[config.mk]
export PLATFORM = sky130hd
export DESIGN_NAME = seq_sub_32
export DESIGN_NICKNAME = d
export VERILOG_FILES = /design/src/rtl/seq_sub_pkg.sv /design/src/rtl/sub_slice.sv /design/src/rtl/seq_sub_32.sv
export SDC_FILE = /design/constraint.sdc
export NUM_CORES = 1
export LEC_CHECK = 0
export CORE_ASPECT_RATIO = 1.1
export CORE_MARGIN = 10
export CORE_UTILIZATION = 52
export DETAILED_ROUTE_END_ITERATION = 6
export PLACE_DENSITY = 0.88
export SLEW_MARGIN = 20
export SYNTH_ARGS = -nofsm -noshare
export SYNTH_HDL_FRONTEND = slang
export SYNTH_SLANG_ARGS = --single-unit
[constraint.sdc]
create_clock -name clk -period 5.2 [get_ports clk]
set_input_delay 1.04 -clock clk [delete_from_list [all_inputs] [get_ports clk]]
set_output_delay 1.04 -clock clk [all_outputs]
set_load 0.02 [all_outputs]
[src/rtl/seq_sub_pkg.sv]
// Shared word width, controller state encoding and slice-width legality check
// for the sequential subtractor.
package seq_sub_pkg;

    localparam int WORD_W = 32;

    typedef enum logic [1:0] {
        IDLE = 2'd0,
        RUN  = 2'd1,
        DONE = 2'd2
    } state_t;

    function automatic bit slice_w_legal(input int w);
        case (w)
            1, 2, 4, 8, 16, 32: return 1'b1;
            default:            return 1'b0;
        endcase
    endfunction

endpackage

[src/rtl/sub_slice.sv]
// Combinational W-bit borrow-ripple subtractor: d = x - y - bi, bo = borrow out.
// Zero latency; no handshake, purely combinational.
module sub_slice #(
    parameter int W = 8
) (
    input  logic [W-1:0] x,
    input  logic [W-1:0] y,
    input  logic         bi,
    output logic [W-1:0] d,
    output logic         bo
);

    logic br;

    always_comb begin
        d  = '0;
        br = bi;
        for (int k = 0; k < W; k++) begin
            d[k] = x[k] ^ y[k] ^ br;
            // Borrow propagates when the bits are equal, generates when x=0,y=1.
            br   = (~x[k] & y[k]) | (~(x[k] ^ y[k]) & br);
        end
        bo = br;
    end

endmodule

[src/rtl/seq_sub_32.sv]
// Sequential 32-bit subtractor, SLICE_W bits per cycle; SEQ_SUB_OVF_EN enables the ovf flag.
// Latency 32/SLICE_W cycles start->done; no backpressure, start is ignored while busy.
module seq_sub_32
    import seq_sub_pkg::*;
#(
    parameter int SLICE_W = 8
) (
    input  logic              clk,
    input  logic              rst,
    input  logic              start,
    input  logic [WORD_W-1:0] A,
    input  logic [WORD_W-1:0] B,
    input  logic              bin,
    output logic              busy,
    output logic              done,
    output logic [WORD_W-1:0] D,
    output logic              bout,
    output logic              ovf
);

    localparam int N     = WORD_W / SLICE_W;
    localparam int IDX_W = (N > 1) ? $clog2(N) : 1;

    generate
        if (!slice_w_legal(SLICE_W) || (WORD_W % SLICE_W) != 0) begin : g_bad_slice_w
            $error("seq_sub_32: SLICE_W=%0d must be one of 1,2,4,8,16,32", SLICE_W);
        end
    endgenerate

    state_t              state_q, state_d;
    logic [WORD_W-1:0]   a_q, b_q;
    logic                borrow_q;
    logic [IDX_W-1:0]    idx_q;
    logic [SLICE_W-1:0]  xs, ys, ds;
    logic                bo;
    logic                last;
    logic                accept;

    assign xs     = a_q[idx_q*SLICE_W +: SLICE_W];
    assign ys     = b_q[idx_q*SLICE_W +: SLICE_W];
    assign last   = (idx_q == IDX_W'(N - 1));
    assign accept = (state_q == IDLE) && start;

    sub_slice #(.W(SLICE_W)) u_slice (
        .x  (xs),
        .y  (ys),
        .bi (borrow_q),
        .d  (ds),
        .bo (bo)
    );

    always_comb begin
        state_d = state_q;
        case (state_q)
            IDLE:    if (start) state_d = RUN;
            RUN:     if (last)  state_d = DONE;
            DONE:    state_d = IDLE;
            default: state_d = IDLE;
        endcase
    end

    assign busy = (state_q != IDLE);
    assign done = (state_q == DONE);

    always_ff @(posedge clk or posedge rst) begin
        if (rst) begin
            state_q  <= IDLE;
            a_q      <= '0;
            b_q      <= '0;
            borrow_q <= 1'b0;
            idx_q    <= '0;
            D        <= '0;
            bout     <= 1'b0;
        end else begin
            state_q <= state_d;
            if (accept) begin
                a_q      <= A;
                b_q      <= B;
                borrow_q <= bin;
                idx_q    <= '0;
            end else if (state_q == RUN) begin
                D[idx_q*SLICE_W +: SLICE_W] <= ds;
                borrow_q <= bo;
                idx_q    <= idx_q + 1'b1;
                if (last) bout <= bo;
            end
        end
    end

`ifdef SEQ_SUB_OVF_EN
    // Final D[31] is the MSB of the slice being written on the last RUN edge.
    always_ff @(posedge clk or posedge rst) begin
        if (rst) begin
            ovf <= 1'b0;
        end else if (state_q == RUN && last) begin
            ovf <= (a_q[WORD_W-1] ^ b_q[WORD_W-1]) & (ds[SLICE_W-1] ^ a_q[WORD_W-1]);
        end
    end
`else
    assign ovf = 1'b0;
`endif

endmodule

Yosys cells after proc, flatten, opt, wreduce, memory -nomap -nowiden
Index checks and enable logic that the tools add are counted. Widths: inputs -> output; s select.

Bits in registers: 102. Input port bits: 68. Word-level logic and storage cells: 90.

Add/sub/neg operators: 2. Eq/ne operators: 5. Shift operators: 4. Multiplexer cells: 8. Bitwise gates (word level): 57. Reduce and logical (&&, ||, !) cells: 7.

Operators with widths (count): $shiftx 32x6->8 (2); $neg 5->34 (1); $shift 8x34->32 const A (1); $shiftx 8x34->32 (1); $bwmux 32 (1); $not 1->1 (17); $and 1x1->1 (16); $xor 1x1->1 (16); $mux 2 (4); $or 1x1->1 (8); $eq 2x2->1 const B (2); $ne 2x2->1 const B (2); $pmux 2 s2 (1); $reduce_and 2->1 (2); $reduce_bool 2->1 (2); $reduce_and 3->1 (1); $add 2x1->2 const B (1); $eq 2x1->1 const B (1); $logic_not 2->1 (1); $mux 1 (2); $logic_and 1x1->1 (1).

Depth between registers and ports, before layout
Depth after elaboration: 21. Mapped depth: 16. Gate-level depth less buffers: 14.

Hierarchy
From an unflattened synthesis, not the netlist that was laid out.

Cell total of the unflattened synthesis: 360. Area total of the unflattened synthesis: 4954.8 um^2.

Modules (own cells, without submodules): seq_sub_32 (instances 1, cells an instance 334, area an instance 4727.0 um^2, seq. area each 2552.4 um^2); sub_slice (instances 1, cells an instance 26, area an instance 227.7 um^2, seq. area each 0.0 um^2).

Least setup slack after synthesis
OpenSTA, ideal clock, no wires.

Kind: register to register. From: register idx_q[0]. To: register D[31]. Setup time: 0.095 ns. Data arrival time: 4.412 ns. Data required time: 5.105 ns. Path slack: 0.693 ns. Stages on the path, launching flop included: 16. Path buffers: 2. Cell sequence: dfrtp_1 buf_6 buf_12 mux4_2 inv_1 fa_1 inv_1 fa_1 fa_1 fa_1 fa_1 fa_1 fa_1 inv_1 fa_1 o31ai_1.

Cells in the longest elaborated chain, start to end: 20.

RTL lines: start, declared (RTL line seq_sub_32.sv:33) `logic [IDX_W-1:0] idx_q;`; start signal, assigned (RTL line seq_sub_32.sv:84) `idx_q <= idx_q + 1'b1;`; $shiftx 32x6->8 (on tied branches) (RTL line seq_sub_32.sv:39, seq_sub_32.sv:40); $xor 1x1->1 (RTL line sub_slice.sv:19, sub_slice.sv:21); $not 1->1 (RTL line sub_slice.sv:21) `br = (~x[k] & y[k]) | (~(x[k] ^ y[k]) & br);`; $and 1x1->1 (RTL line sub_slice.sv:21); $or 1x1->1 (RTL line sub_slice.sv:21); $and 1x1->1 (RTL line sub_slice.sv:21); $or 1x1->1 (RTL line sub_slice.sv:21); $and 1x1->1 (RTL line sub_slice.sv:21); (+4 left out); $or 1x1->1 (RTL line sub_slice.sv:21); $and 1x1->1 (RTL line sub_slice.sv:21); $or 1x1->1 (RTL line sub_slice.sv:21); $and 1x1->1 (RTL line sub_slice.sv:21); $or 1x1->1 (RTL line sub_slice.sv:21); $xor 1x1->1 (RTL line sub_slice.sv:19) `d[k] = x[k] ^ y[k] ^ br;`; $shiftx 8x34->32 (RTL line seq_sub_32.sv:82) `D[idx_q*SLICE_W +: SLICE_W] <= ds;`; $bwmux 32 * (RTL line seq_sub_32.sv:82); end signal, assigned by index (RTL line seq_sub_32.sv:82); end, declared (RTL line seq_sub_32.sv:16) `output logic [WORD_W-1:0] D,`.

Every way passes the cells marked *; elsewhere a longest branch is shown, timed or not. A chain may end at the register's enable or synchronous reset.

Worst setup path after layout
From: register idx_q[0]. To: register D[15].

Same word-level chain as after synthesis.

==> results_dict.tcl <==
set metrics [dict create \
    status "finished clean" \
    cts_max_path_buffers 2 \
    crit_path_top_delay_cell "mux4_1" \
    yosysTopAreaCell "dfrtp_1" \
    syn-num-nets 430 \
    p_sw_frac 0.398 \
    die_w_um 114 \
    p_total_mw 4.31 \
    final-max-slew-violation-count 0 \
    crit_required_ns 5.47 \
    pwr-share-comb 0.561 \
    clk_latency_ns 0.38 \
    path_cells "buf_4 > mux4_1 > fa_1 > fa_1 > fa_1 > fa_1 > fa_1 > fa_1 > inv_1 > fa_1 > o31ai_1" \
    ys_types 39 \
    final_cells 570 \
    place.gp.congestion 0.809 \
    fmax_mhz 213 \
    core_mm2 0.00944 \
    grt_pass1_wl_um 18200 \
    drc 0 \
    ir_drop_mv 0.306 \
    end_kind "register" \
    crit_top_cell "fa_1" \
    intPower_mw 2.60 \
    synth_edf_count 0 \
    worstSetupPathType "reg2reg" \
    cts_tree "built" \
    ctsHtreeMaxLevel 3 \
    yosysTopAreaCellShare 0.502 \
    num-fill-cells 701 \
    synth_area_per_cell_um2 14.6 \
    grt_pass1_vias 3365 \
    start_util 0.538 \
    wl_um 11200 \
    cp_max_fo 10 \
    hold_viol 0 \
    slowest_delay_ns 0.62 \
    io_pins 104 \
    yosysSeqAreaShare 0.502 \
    setup_viol 0 \
    synth_common_cells "dfrtp_1, mux2_4, nand2_1" \
    critPathLaunch "idx_q[0]" \
    whs_path_depth 2 \
    min-delay-start "D[5]" \
    rsz0062_at_grt "false" \
    synthArstFlopShare 1.00 \
    crit_path_start_kind "register" \
    cp_num_buf_inv 2 \
    wl_per_cell_um 19.6 \
    synthTopCellsByArea "dfrtp_1, mux2_4, nand2_1" \
    whs_ns 0.490 \
    dpl.hpwl_um 8820 \
    fin_setup_tns_ns 0 \
    final_nets 530 \
    port_buffers 102 \
    timing.rr.end "D[15]" \
    antenna_found_initial 0 \
    vias 3033 \
    first_pass_iters 4 \
    power_density_mw_per_mm2 688 \
    numCtsBuffers 9 \
    fin_crit_sh 0.902 \
    p_leak_nw 2.74 \
    hold_buffers 0 \
    track_usage 0.164 \
    drive_gt1_frac 0.245 \
    syn_inst 348 \
    hp-class "reg2reg" \
    drv_cap 0 \
    ant_nets 0 \
    arrival_ns 4.96 \
    root_buffer "clkbuf_8" \
    fin_worst_skew_ns 0.0155 \
    dp.cells 554 \
    via_per_inst 5.32 \
    synth_warnings 0 \
    clkPwrFrac 0.110 \
    reg2reg_depth 11 \
    synthesis.area_mm2 0.00508 \
    drt_iter0_markers 152 \
    path_clk_slew_ns 0.10 \
    seqPwrFrac 0.330 \
    reg2reg_slack_ns 0.51 \
    cts.sinks 102 \
    p_switching_mw 1.71 \
    ctsResizeCount 0 \
    grt_max_degree 67 \
    cp_top_family "adder cells" \
    die-area_mm2 0.0141 \
    max_slew_margin 0.275 \
    yosys_most_used_dff "dfrtp_1" \
    worstHoldEndpoint "D[5]" \
    worst_pin_slew_ns 1.09 \
    synth.most_common_cell "dfrtp_1" \
    grt.overflow.total 0 \
    reg2reg_from "idx_q[0]" \
    num_antenna_cells 0 \
    dieHeight_um 124 \
    post_cts.repair.setup_buffers 0 \
    area_delta_synth_final_pct 23.3 \
    synth_seq_cells 102 \
    rows 37 \
    min_period_ns 4.69 \
]
==> worst max path at each step <==
stage | to | cells after the start
4_1_cts | D[15] | 11
5_1_grt | D[15] | 11
3_3_place_gp | D[23] | 11
2_1_floorplan | D[31] | 15
6_report | D[15] | 11
3_5_place_dp | D[15] | 11
==> logic make-up (layout without fill, tap and decap cells) <==
family	after synthesis	count (layout)	synth area share
multiplexers	81	81	0.266
AO/OA/AOI/OAI	39	39	0.0461
adder cells (fa/ha/maj)	14	14	0.0463
buffers and inverters	35	140	0.0544
flip-flops	102	102	0.502
AND/OR/NAND/NOR	76	76	0.0840
other	1	1	0.000738
==> worst reg2reg max path: cells and delay by family (launching register included) <==
family,cells,cell delay (ns)
mux,1,0.62
compound gates,1,0.34
buf+inv,2,0.32
flops,1,0.41
fa+ha+maj,7,2.89
==> per-stage QoR <==
stage / instance area (µm²) / setup WS (ns) / utilization
2_1_floorplan: 5080 / 0.693 / -
3_3_place_gp: 6080 / 0.730 / 0.644
3_5_place_dp: 6080 / 0.485 / 0.644
4_1_cts: 6260 / 0.463 / 0.663
5_1_grt: 6260 / 0.341 / 0.663
6_report: 6260 / 0.512 / 0.663
==> area by class of cell <==
type	count	area (µm²)	share of cell area
clock buffers	10	138	0.0220
inverters	16	62.6	0.00999
repair buffers	108	1070	0.170
clock inverters	6	45.0	0.00719
multi-input cells	211	2250	0.360
flip-flops and latches	102	2550	0.408
well taps	117	146	0.0234
==> placed cells by master (no fill, tap or decap), types with 8 or more instances in the layout <==
master / netlist / routed
nand2_1: 58 / 58
o21ai_0: 21 / 21
clkbuf_8: 0 / 10
clkdlybuf4s50_1: 0 / 102
mux2_4: 61 / 61
dfrtp_1: 102 / 102
mux4_2: 8 / 8
fa_1: 8 / 8
inv_1: 14 / 13
mux4_1: 8 / 8
==> power groups by stage <==
| stage | clock network, mW | registers [mW] | logic, mW |
|---|---|---|---|
| floorplan | 0 | 1.43 | 1.75 |
| global placement | 0 | 1.41 | 2.36 |
| detailed placement | 0 | 1.43 | 2.43 |
| CTS | 0.477 | 1.42 | 2.44 |
| global route | 0.508 | 1.47 | 2.61 |
| finish | 0.472 | 1.42 | 2.42 |
==> sequential cells by signal, summed over array words and instances (netlist names) <==
name / flops
idx_q: 2
b_q: 32
a_q: 32
bout: 1
borrow_q: 1
state_q: 2
D: 32
==> metal layers <==
metal  vias to the layer above  global-route usage  share of wire
met5                         -                   0              0
met4                         0              0.0580          0.015
met3                        17              0.0443          0.068
met2                        98               0.271           0.49
met1                      1508               0.203           0.43
li1                       1410                   -              -
No activity file was read; power rests on OpenSTA's default activity.
